$ cat config.mk
export PLATFORM = sky130hd
export DESIGN_NAME = iteration_scheduler
export DESIGN_NICKNAME = d
export VERILOG_FILES = /design/src/rtl/iteration_scheduler.sv
export SDC_FILE = /design/constraint.sdc
export NUM_CORES = 1
export LEC_CHECK = 0
export CAP_MARGIN = 20
export CORE_MARGIN = 4
export CORE_UTILIZATION = 45
export DETAILED_ROUTE_END_ITERATION = 10
export GPL_TIMING_DRIVEN = 0
export PLACE_DENSITY = 0.67
export SLEW_MARGIN = 25
export SYNTH_ARGS = -nofsm -noshare
export SYNTH_HDL_FRONTEND = slang
export SYNTH_SLANG_ARGS = --single-unit
$ cat constraint.sdc
create_clock -name clk_i -period 5.8 [get_ports clk_i]
set_input_delay 0.58 -clock clk_i [delete_from_list [all_inputs] [get_ports clk_i]]
set_output_delay 0.58 -clock clk_i [all_outputs]
set_load 0.02 [all_outputs]
$ cat src/rtl/iteration_scheduler.sv
// Iteration scheduler: runs the update engines in fixed intervals, snapshots the
// global accumulator after each interval and stops on convergence, cap or timeout.
module iteration_scheduler #(
    parameter int ACCUM_WIDTH    = 32,
    parameter int ITER_WIDTH     = 16,
    parameter int CHECK_INTERVAL = 1000,
    parameter int MAX_ITER       = 100,
    parameter int ACK_TIMEOUT    = 4096
) (
    input  logic                   clk_i,
    input  logic                   reset_i,
    input  logic                   start_i,
    input  logic                   abort_i,
    input  logic [ACCUM_WIDTH-1:0] threshold_i,
    input  logic [ACCUM_WIDTH-1:0] accum_value_i,
    input  logic                   accum_valid_i,
    input  logic                   flush_done_i,
    output logic                   start_update_o,
    output logic                   check_terminate_o,
    output logic                   flush_ddr_o,
    output logic                   busy_o,
    output logic                   done_o,
    output logic                   timeout_err_o,
    output logic [ITER_WIDTH-1:0]  iteration_count_o,
    output logic [ACCUM_WIDTH-1:0] last_accum_o
);

    localparam int IV_W = $clog2(CHECK_INTERVAL);
    localparam int TO_W = $clog2(ACK_TIMEOUT);
    localparam logic [IV_W-1:0]       IV_LAST  = IV_W'(CHECK_INTERVAL - 1);
    localparam logic [TO_W-1:0]       TO_LAST  = TO_W'(ACK_TIMEOUT - 2);
    localparam logic [ITER_WIDTH-1:0] ITER_CAP = ITER_WIDTH'(MAX_ITER);

    typedef enum logic [2:0] {
        S_IDLE,
        S_RUN,
        S_CHECK,
        S_WAIT_ACCUM,
        S_FLUSH,
        S_WAIT_FLUSH,
        S_DONE
    } state_e;

    state_e                 state_q, state_d;
    logic [IV_W-1:0]        intervalCnt_q, intervalCnt_d;
    logic [TO_W-1:0]        timeoutCnt_q, timeoutCnt_d;
    logic                   firstSample_q, firstSample_d;
    logic [ACCUM_WIDTH-1:0] threshold_q, threshold_d;
    logic [ITER_WIDTH-1:0]  iterCount_q, iterCount_d;
    logic [ACCUM_WIDTH-1:0] lastAccum_q, lastAccum_d;
    logic                   timeoutErr_q, timeoutErr_d;

    logic                   startUpdate_q, checkTerminate_q, flushDdr_q, busy_q, done_q;

    logic [ACCUM_WIDTH:0]   delta;
    logic                   converged;
    logic [ITER_WIDTH-1:0]  iterInc;

    always_comb begin
        delta = '0;
        if (accum_value_i >= lastAccum_q) begin
            delta = {1'b0, accum_value_i} - {1'b0, lastAccum_q};
        end else begin
            delta = {1'b0, lastAccum_q} - {1'b0, accum_value_i};
        end
        converged = !firstSample_q && (delta < {1'b0, threshold_q});
        iterInc   = (iterCount_q == '1) ? iterCount_q : iterCount_q + ITER_WIDTH'(1);
    end

    always_comb begin
        state_d       = state_q;
        intervalCnt_d = intervalCnt_q;
        timeoutCnt_d  = timeoutCnt_q;
        firstSample_d = firstSample_q;
        threshold_d   = threshold_q;
        iterCount_d   = iterCount_q;
        lastAccum_d   = lastAccum_q;
        timeoutErr_d  = timeoutErr_q;

        if (abort_i) begin
            state_d = S_IDLE;
        end else begin
            case (state_q)
                S_IDLE, S_DONE: begin
                    if (start_i) begin
                        state_d       = S_RUN;
                        intervalCnt_d = '0;
                        iterCount_d   = '0;
                        lastAccum_d   = '0;
                        timeoutErr_d  = 1'b0;
                        firstSample_d = 1'b1;
                        threshold_d   = threshold_i;
                    end
                end
                S_RUN: begin
                    if (intervalCnt_q == IV_LAST) begin
                        intervalCnt_d = '0;
                        state_d       = S_CHECK;
                    end else begin
                        intervalCnt_d = intervalCnt_q + IV_W'(1);
                    end
                end
                S_CHECK: begin
                    timeoutCnt_d = '0;
                    state_d      = S_WAIT_ACCUM;
                end
                S_WAIT_ACCUM: begin
                    timeoutCnt_d = timeoutCnt_q + TO_W'(1);
                    // A sample arriving on the timeout cycle is still accepted.
                    if (accum_valid_i) begin
                        lastAccum_d   = accum_value_i;
                        iterCount_d   = iterInc;
                        firstSample_d = 1'b0;
                        state_d       = (converged || iterInc == ITER_CAP) ? S_FLUSH : S_RUN;
                    end else if (timeoutCnt_q == TO_LAST) begin
                        timeoutErr_d = 1'b1;
                        state_d      = S_FLUSH;
                    end
                end
                S_FLUSH: begin
                    state_d = S_WAIT_FLUSH;
                end
                S_WAIT_FLUSH: begin
                    if (flush_done_i) begin
                        state_d = S_DONE;
                    end
                end
                default: begin
                    state_d = S_IDLE;
                end
            endcase
        end
    end

    // Outputs are decoded from the next state so they line up with the state register.
    always_ff @(posedge clk_i) begin
        if (reset_i) begin
            state_q          <= S_IDLE;
            intervalCnt_q    <= '0;
            timeoutCnt_q     <= '0;
            firstSample_q    <= 1'b1;
            threshold_q      <= '0;
            iterCount_q      <= '0;
            lastAccum_q      <= '0;
            timeoutErr_q     <= 1'b0;
            startUpdate_q    <= 1'b0;
            checkTerminate_q <= 1'b0;
            flushDdr_q       <= 1'b0;
            busy_q           <= 1'b0;
            done_q           <= 1'b0;
        end else begin
            state_q          <= state_d;
            intervalCnt_q    <= intervalCnt_d;
            timeoutCnt_q     <= timeoutCnt_d;
            firstSample_q    <= firstSample_d;
            threshold_q      <= threshold_d;
            iterCount_q      <= iterCount_d;
            lastAccum_q      <= lastAccum_d;
            timeoutErr_q     <= timeoutErr_d;
            startUpdate_q    <= (state_d == S_RUN);
            checkTerminate_q <= (state_d == S_CHECK);
            flushDdr_q       <= (state_d == S_FLUSH);
            busy_q           <= (state_d != S_IDLE) && (state_d != S_DONE);
            done_q           <= (state_d == S_DONE);
        end
    end

    assign start_update_o    = startUpdate_q;
    assign check_terminate_o = checkTerminate_q;
    assign flush_ddr_o       = flushDdr_q;
    assign busy_o            = busy_q;
    assign done_o            = done_q;
    assign timeout_err_o     = timeoutErr_q;
    assign iteration_count_o = iterCount_q;
    assign last_accum_o      = lastAccum_q;

endmodule

# == After elaboration in Yosys (flattened, before gate mapping) ==
# Index checks and enable logic that the tools add are counted.
# word_totals
input_bits,70
mem_bits_rw,0
regBits,112
rom_bits,0
n_memories,0
latch_bits,0
# classes
n_eq_ne,19
reduce_logical,15
div,0
n_mux,27
bitwise_logic,1
n_addsub,5
shifts,0
n_lt_le_gt_ge,2
multipliers,0
# op_table
operator,count
32-bit by 32-bit subtractor with 33-bit output,2
32-bit two-way mux,2
32-bit one-hot mux with 2 select lines,1
16-bit two-way mux,3
33-bit by 32-bit less-than comparator with 1-bit output,1
33-bit two-way mux,1
32-bit >= comparator,1
16-bit one-hot mux with 2 select lines,1
12-bit one-hot mux with 2 select lines,1
3-bit two-way mux,7
10-bit two-way mux,2
10-bit one-hot mux with 2 select lines,1
3-bit one-hot mux with 6 select lines,1
16-bit by 1-bit adder with 16-bit output (second input constant),1
16-bit equality test (second input constant),1
16-bit by 7-bit equality test with 1-bit output (second input constant),1
3-bit equality test (second input constant),5
12-bit by 1-bit adder with 12-bit output (second input constant),1
12-bit equality test (second input constant),1
10-bit by 1-bit adder with 10-bit output (second input constant),1
10-bit equality test (second input constant),1
3-bit by 2-bit equality test with 1-bit output (second input constant),3
2-bit != test (second input constant),4
3-bit by 1-bit equality test with 1-bit output (second input constant),2
15 further kinds,24

# == Longest topological paths before layout ==
# Gate-level depths: netlist of run 1.
# logic_depth
ltp_word,11
mapped_depth,24

# == Worst setup path after synthesis of run 1 ==
# Ideal clock, no wire load.
# synth_timing
path_type,input-to-reg
startpoint,input port accum_value_i[14]
endpoint,"register done_q, in the netlist done_o"
setup_slack_ns,0.846
arrival_time_ns,4.866
setup_time_ns,0.088
stages,24
n_path_buf,3
path_cell_list,inv_1 -> ha_1 -> buf_4 -> nand4_4 -> or4_4 -> o31a_1 -> o21ai_2 -> nor2_2 -> buf_6 -> buf_6 -> nor3b_1 -> a31oi_1 -> a21oi_1 -> xnor2_1 -> ha_1 -> a21o_1 -> a21o_1 -> a2111oi_0 -> o221ai_1 -> o32ai_1 -> o21ai_1 -> o21ai_0 -> nand3b_1 -> nor4_2
# synth_between
elab_chain_len,10
elab_cells_between_ends,12
cone_classes,add/sub: 2; order compare: 2; eq/ne: 1; mux: 5; reduce/logical: 2
# synth_lines
element,line,rtl
start: declaration,15,"input logic [ACCUM_WIDTH-1:0] accum_value_i,"
32-bit by 32-bit subtractor with 33-bit output (tied with other cells),64,"delta = {1'b0, lastAccum_q} - {1'b0, accum_value_i};"
33-bit two-way mux (*),61,if (accum_value_i >= lastAccum_q) begin
33-bit by 32-bit less-than comparator with 1-bit output (*),66,"converged = !firstSample_q && (delta < {1'b0, threshold_q});"
1-bit logical AND (*),66,
1-bit logical OR (*),114,state_d = (converged || iterInc == ITER_CAP) ? S_FLUSH : S_RUN;
3-bit two-way mux (*),114,
3-bit two-way mux (*),110,if (accum_valid_i) begin
3-bit one-hot mux with 6 select lines (*),83,case (state_q)
3-bit two-way mux (*),80,if (abort_i) begin
3-bit equality test (*),164,done_q <= (state_d == S_DONE);
end signal: assignment,164,
end: declaration,53,"logic startUpdate_q, checkTerminate_q, flushDdr_q, busy_q, done_q;"
# Mark *: on every way between the ends. The rest lies on a longest branch, timed or not.
# A chain may end at the register's enable or synchronous reset.

# == Final worst setup path of run 1 ==
# layout_timing
startpoint,input port accum_value_i[8]
endpoint,"register checkTerminate_q, in the netlist check_terminate_o"
# layout_between
elab_chain_len,10
elab_cells_between_ends,12
cone_classes,add/sub: 2; order compare: 2; eq/ne: 1; mux: 5; reduce/logical: 2
# layout_lines
element,line,rtl
32-bit by 32-bit subtractor with 33-bit output (tied with other cells),64,
33-bit two-way mux (*),61,
33-bit by 32-bit less-than comparator with 1-bit output (*),66,
1-bit logical AND (*),66,
1-bit logical OR (*),114,
3-bit two-way mux (*),114,
3-bit two-way mux (*),110,
3-bit one-hot mux with 6 select lines (*),83,
3-bit two-way mux (*),80,
3-bit by 2-bit equality test with 1-bit output (*),161,checkTerminate_q <= (state_d == S_CHECK);
end signal: assignment,161,
end: declaration,53,
# Marks and branches as above.

==> results of run 1 <==
-- synthesized netlist by cell type, types with 5 or more instances --
master	n
nand2_1	169
a21oi_1	163
inv_1	119
dfxtp_1	112
ha_1	99
nor2_1	96
nand3_1	67
o21ai_0	62
clkbuf_1	54
a21o_1	34
nand4_1	32
nor3_1	31
xor2_1	24
xnor2_1	23
a211oi_1	17
o21bai_1	15
mux2i_1	14
nor2b_1	12
and3_1	11
buf_2	11
a31oi_1	9
o21a_1	9
or3_1	9
a22oi_1	8
o31ai_1	8
and2_1	5
nor3b_1	5
nor4_1	5
-- cell usage in the layout (no fill, tap or decap), drive strengths merged, types with 60 or more instances in the layout --
cell type	count
a21oi	163
clkbuf	60
clkdlybuf4s50	115
dfxtp	112
ha	99
inv	121
nand2	169
nand3	67
nor2	97
o21ai	65
-- registers in the layout (all words and copies together), names as in the netlist, 3 cells and up --
name	cells
intervalCnt_q	10
iteration_count_o	16
last_accum_o	32
state_q	3
threshold_q	32
timeoutCnt_q	12
-- worst max-delay path, stage by stage --
cell and delay [ns]:
clkdlybuf4s50_1 0.52, inv_1 0.06, ha_1 0.29, nand4_1 0.20, or4_4 0.63, o31a_1 0.33, o21ai_2 0.13, nor2_2 0.12
buf_6 0.17, clkbuf_4 0.23, clkbuf_4 0.25, nand3_1 0.09, o21ai_0 0.11, xnor2_1 0.31, ha_1 0.31, a21oi_1 0.13
o21ai_0 0.11, a21oi_1 0.22, a21boi_0 0.16, o32ai_2 0.25, o21ai_2 0.13, o21ai_2 0.19, nand3b_1 0.18, and3b_1 0.23
-- power by group --
group / total, W / switching (W) / leakage (nW) / internal, W
sequential: 0.000787 / 0.00000672 / 0.906 / 0.000781
combinational: 0.000481 / 0.000285 / 3.39 / 0.000196
clock: 0.000694 / 0.000344 / 0.159 / 0.000350
-- metal layers --
layer	track usage	vias up
met5	0	-
met4	0.0625	0
met3	0.0460	25
met2	0.383	339
met1	0.363	4575
li1	-	4825
-- timing repair --
action | CTS | global route
cloned | 0 | 0
pin swaps | 4 | 11
setup endpoints to repair | 6 | 6
buffers inserted | 1 | 3
resized for setup | 14 | 36
-- through the flow --
stage                     power (W)  hold slack, ns
after floorplan             0.00110           0.433
after global placement      0.00125           0.444
after detailed placement    0.00126           0.449
after CTS                   0.00196           0.459
after global routing        0.00206           0.474
final                       0.00196           0.458
-- area by class of cell --
| cell class | count | area, sq um |
|---|---|---|
| Timing Repair Buffer | 126 | 1270 |
| Clock inverter | 7 | 98.8 |
| Inverter | 119 | 447 |
| Fill cell | 2016 | 8930 |
| Buffer | 70 | 334 |
| Clock buffer | 9 | 225 |
| Tap cell | 270 | 338 |
| Multi-Input combinational cell | 1000 | 6480 |
| Sequential cell | 112 | 2240 |
-- worst min path at each step --
stage                          from  depth (start not counted)              end  slack [ns]
finish              threshold_q[22]                          2  threshold_q[22]        0.46
global route        threshold_q[22]                          2  threshold_q[22]        0.47
CTS                 threshold_q[22]                          2  threshold_q[22]        0.46
detailed placement  threshold_q[22]                          2  threshold_q[22]        0.45
global placement     threshold_q[3]                          2   threshold_q[3]        0.44
floorplan             firstSample_q                          2    firstSample_q        0.43
-- cell families (layout without fill, tap and decap cells) --
kind of cell    after synthesis  count (layout)  synth area share
flops                       112             112             0.239
fa+ha+maj                   102             102             0.138
buf+inv                     193             331            0.0837
mux                          17              17            0.0186
xor+xnor                     47              47            0.0440
compound gates              372             372             0.244
simple gates                462             462             0.232
==> results.md, run 1 <==
- Finished Layout Cells: 1713
- Worst slack, placed: -0.897 ns
- Crit path launch type: primary input
- Crit Path Category: in -> reg
- Post-synth top flop: dfxtp_1
- Core area: ~20000 sq um
- Max Cap Violations: 0
- Met2 wire length: 13300 um
- Critical Path Sink Type: flip-flop
- Num CTS Buffers: 9
- Worst R2R Start: last_accum_o[11]
- CTS HTree Levels: 3
- Syn Std Cell Area: approximately 9400 sq um
- Hold Buf Count CTS: 0
- Endpoints failing setup: 0
- Dpl cells: between 1500 and 2000
- Crit path DAT: 5.94 ns
- Ys Warns: 0
- Final WL: 30300 um
- Period utilization: 0.977
- Clock Sinks: 112
- Fmax: 177 MHz
- Starting Density: 0.460
- Maximum clock path buffer count: 2
- Iteration-0 DRC count of the detailed router: 741
- EDFF count, synth: 0
- Pleak: 4.45 nW
- Layout cells sized above 1: 0.0547
- Global-route wire length before repair: around 48000 um
- Pwr/cell area: 172 nW/um^2
- Util after Layout: 0.561
- WL met3: 2090 um
- Normalized max-slew margin: 0.324
- Chip width: 152 um
- Post-DP Area: 10900 sq um
- Largest net degree at the start of global routing: 22
- Post-Syn Nets: between 1000 and 1500
- Vias: 9764
- Status: finished clean
- Crit Reg-Reg Endpoint: check_terminate_o
- Post-synthesis sequential area ratio: 0.239
- Antenna viol nets, final: 0
- Nets: 1609
- R2r worst-path depth: 23
- Die span in y: 152 um
- PortBufs: 122
- Number of global-route vias before repair: 9031
- Clock Pin Slew Worst Setup and Hold Paths: 0.09 ns
- Post-DP HPWL: 23600 um
- Average routed wire per standard cell: 17.7 um
- Initial antenna violation count: 0
- Yosys top cell by area: dfxtp_1
- Routed vias/inst: ~5.7
- Synthesis-to-finish area growth: 22.1%
- Global placer's final weighted congestion: 0.968
- Fin. max-slew vios: 0
- VDD IR max: 0.161 mV
- Hold Crit Class: reg -> reg
- Fin Setup TNS: 0 ns
- Worst setup startpoint: accum_value_i[8]
- ANT cells: 0
- Site Rows: 52
- CP endpoint: check_terminate_o
- Die area: 23200 sq um
- Crit-path max FO: 10
- Critical Path RT: 6.07 ns
- Worst Max-Slew Pin Slew: 1.01 ns
- DR top layer: met4
- R2R setup slack: 0.38 ns
- Largest cells by area after synthesis: dfxtp_1 24%, ha_1 13%, a21oi_1 8.7%
- Wl on met1: 14300 um
- Worst-skew pair later-pin latency: 0.37 ns
- Number of synthesized register bits: roughly 110
- Drt first pass iters: 5
- Total GRT Usage: 0.250
- Synthesized area per cell: 7.17 sq um
- Synth top area share: 0.239
- Total grt overflow: 0
- Drc violations: 0
- Post-Syn Instances: 1305
- Async S/R FF share, synth: 0
- Worst setup margin: 0.135 ns
- Final hold vios: 0
- CTS tree: yes
- Finished Cell Area: 11400 sq um
- Min cycle time layout: 5.66 ns
- Yosys cell types: 72
- Root Driver: clkbuf_16
- Layout Skew: approximately 0.013 ns
- IO Pins: 124
Note: power is estimated with default switching activity, not from simulation.
==> inputs of run 2 (changes only) <==
--- a/config.mk
+++ b/config.mk
@@ -10,6 +10,7 @@
 export CORE_UTILIZATION = 45
 export DETAILED_ROUTE_END_ITERATION = 10
 export GPL_TIMING_DRIVEN = 0
+export HOLD_SLACK_MARGIN = 0.15
 export PLACE_DENSITY = 0.67
 export SLEW_MARGIN = 25
 export SYNTH_ARGS = -nofsm -noshare
==> results of run 2 <==
The final DEF is identical to that of run 1; final timing and power are the same.
==> inputs of run 3 (changes only) <==
--- a/config.mk
+++ b/config.mk
@@ -12,6 +12,7 @@
 export GPL_TIMING_DRIVEN = 0
 export HOLD_SLACK_MARGIN = 0.15
 export PLACE_DENSITY = 0.67
+export RECOVER_POWER = 50
 export SLEW_MARGIN = 25
 export SYNTH_ARGS = -nofsm -noshare
 export SYNTH_HDL_FRONTEND = slang
==> run 3 against run 2 <==
- setup slack improved by 0.036 ns
- hold slack about the same
- final cell count unchanged
- cell area about the same
- critical path type unchanged
- critical endpoint unchanged
==> results.md, run 3 (synthesized netlist as in run 1, its figures left out) <==
- Post-DP HPWL: 23600 um (unchanged)
- Pwr/cell area: 172 nW/um^2 (about the same)
- Fmax: 178 MHz (was 177 MHz)
- ANT cells: 0 (unchanged)
- DR top layer: met4 (unchanged)
- Synthesis-to-finish area growth: 22.1% (about the same)
- Hold Buf Count CTS: 0 (unchanged)
- Core area: 20400 sq um (unchanged)
- Hold Startpoint: threshold_q[22] (unchanged)
- WL met3: 1970 um (was 2090 um)
- Number of global-route vias before repair: 9031 (unchanged)
- Layout cells sized above 1: 0.0541 (was 0.0547)
- Worst hold path depth: 2 (unchanged)
- Average routed wire per standard cell: 17.6 um (was 17.7 um)
- Critical Path RT: 6.07 ns (about the same)
- Crit-path max FO: 10 (unchanged)
- PortBufs: 122 (unchanged)
- Layout Skew: 0.0142 ns (was 0.0129 ns)
- Nets: 1609 (unchanged)
- Final hold vios: 0 (unchanged)
- Max Cap Violations: 0 (unchanged)
- Pleak: 4.64 nW (was 4.45 nW)
- Total grt overflow: 0 (unchanged)
- R2r worst-path depth: 23 (unchanged)
- Starting Density: 0.460 (unchanged)
- Global placer's final weighted congestion: 0.968 (unchanged)
- Iteration-0 DRC count of the detailed router: 759 (was 741)
- Worst R2R Start: last_accum_o[11] (unchanged)
- VDD IR max: 0.161 mV (about the same)
- Die area: 23200 sq um (unchanged)
- Vias: 9742 (was 9764)
- Drc violations: 0 (unchanged)
- Total GRT Usage: 0.250 (unchanged)
- Root Driver: clkbuf_16 (unchanged)
- Power Total: 0.00196 W (about the same)
- Worst-skew pair later-pin latency: 0.37 ns (about the same)
- Chip width: 152 um (unchanged)
- Commonest non-fill, non-tap cell in the layout: nand2_1 (unchanged)
- Most frequent cells in the layout: 169 x nand2_1, 159 x a21oi_1, 119 x inv_1, 112 x dfxtp_1, 99 x ha_1 (was 169 x nand2_1, 159 x a21oi_1, 119 x inv_1, 115 x clkdlybuf4s50_1, 112 x dfxtp_1)
- Crit path launch type: primary input (unchanged)
- Crit Path Category: in -> reg (unchanged)
- Crit path DAT: 5.90 ns (was 5.94 ns)
- Die span in y: 152 um (unchanged)
- Critical Path Sink Type: flip-flop (unchanged)
- Endpoints failing setup: 0 (unchanged)
- Worst setup startpoint: accum_value_i[8] (unchanged)
- Hold Crit Class: reg -> reg (unchanged)
- Wl on met1: 14300 um (about the same)
- Worst Max-Slew Pin Slew: 1.22 ns (was 1.01 ns)
- Clock Pin Slew Worst Setup and Hold Paths: 0.09 ns (about the same)
- Largest net degree at the start of global routing: 22 (unchanged)
- Num CTS Buffers: 9 (unchanged)
- Global-route wire length before repair: 47800 um (unchanged)
- Routed vias/inst: 5.69 (was 5.70)
- Crit Reg-Reg Endpoint: check_terminate_o (unchanged)
- Period utilization: 0.970 (was 0.977)
- Met2 wire length: 13400 um (was 13300 um)
- Min cycle time layout: 5.63 ns (was 5.66 ns)
- Final WL: 30200 um (was 30300 um)
- CTS tree: yes (unchanged)
- Status: finished clean (unchanged)
- R2R setup slack: 0.42 ns (was 0.38 ns)
- Site Rows: 52 (unchanged)
- IO Pins: 124 (unchanged)
- Normalized max-slew margin: 0.180 (was 0.324)
- Util after Layout: 0.561 (about the same)
- Worst hold endpoint: threshold_q[22] (unchanged)
- Fin. max-slew vios: 0 (unchanged)
- Maximum clock path buffer count: 2 (unchanged)
- Initial antenna violation count: 0 (unchanged)
- Drt first pass iters: 5 (unchanged)
- Antenna viol nets, final: 0 (unchanged)
- Clock Sinks: 112 (unchanged)
- CTS HTree Levels: 3 (unchanged)
run 3: cell count changes in the layout (fill, tap and decap cells not counted):
cell             delta
nor3_1              +1
dlygate4sd3_1      +55
clkdlybuf4s50_1    -55
nor3_2              -1
and2_0              +1
and2_1              -1
run 3: through the flow:
stage | std cells | hold WS, ns | setup TNS (ns) | cell area (sq um) | worst slack (ns)
final | 1713 | 0.459 | 0 | 11400 | 0.171
after global placement | 1697 | 0.444 | -4.05 | 10900 | -0.805
after detailed placement | 1697 | 0.449 | -4.55 | 10900 | -0.897
after CTS | 1714 | 0.459 | 0 | 11300 | 0.000808
after global routing | 1713 | 0.474 | -0.396 | 11400 | -0.109
after floorplan | 1305 | 0.433 | 0 | 9360 | 0.846
run 3: worst max path at each step:
stage | to | slack (ns) | depth (start not counted)
after detailed placement | done_o | -0.90 | 24
after floorplan | done_o | 0.85 | 24
final | check_terminate_o | 0.17 | 24
after global placement | done_o | -0.80 | 24
after CTS | done_o | 0.0008 | 25
after global routing | check_terminate_o | -0.11 | 25
run 3: where the power goes:
group | internal (W) | switching, W | leakage, nW | total, W
registers | 0.000781 | 0.00000666 | 0.906 | 0.000787
logic | 0.000195 | 0.000284 | 3.58 | 0.000480
clock network | 0.000350 | 0.000347 | 0.159 | 0.000697
run 3: what timing repair did:
item,4_1_cts,5_1_grt
pin swaps,4,11
setup buffers,1,3
gates resized for setup,14,36
endpoints found under the setup margin,6,6
run 3: critical path, cell delays in order:
cell	delay, ns
clkdlybuf4s50_1	0.52
inv_1	0.06
ha_1	0.29
nand4_1	0.19
or4_4	0.62
o31a_1	0.33
o21ai_2	0.12
nor2_2	0.12
buf_6	0.17
buf_6	0.16
nor3b_4	0.23
a31oi_4	0.07
a21oi_2	0.22
xnor2_2	0.15
ha_1	0.26
a21o_1	0.18
a21o_1	0.20
a2111oi_4	0.36
o221ai_2	0.17
o32ai_2	0.16
o21ai_2	0.13
o21ai_2	0.19
nand3b_1	0.18
and3b_1	0.23
run 3: layout make-up:
cell class / count / area, sq um
fillers: 2017 / 8940
multi-input cells: 1000 / 6470
flip-flops and latches: 112 / 2240
repair buffers: 126 / 1270
inverters: 119 / 447
well taps: 270 / 338
plain buffers: 70 / 334
clock buffers: 9 / 225
clock inverters: 7 / 98.8
run 3: routing by layer:
metal  up-vias  track usage
li1       4834            -
met1      4558        0.363
met2       322        0.383
met3        28       0.0460
met4         0       0.0625
met5         -            0
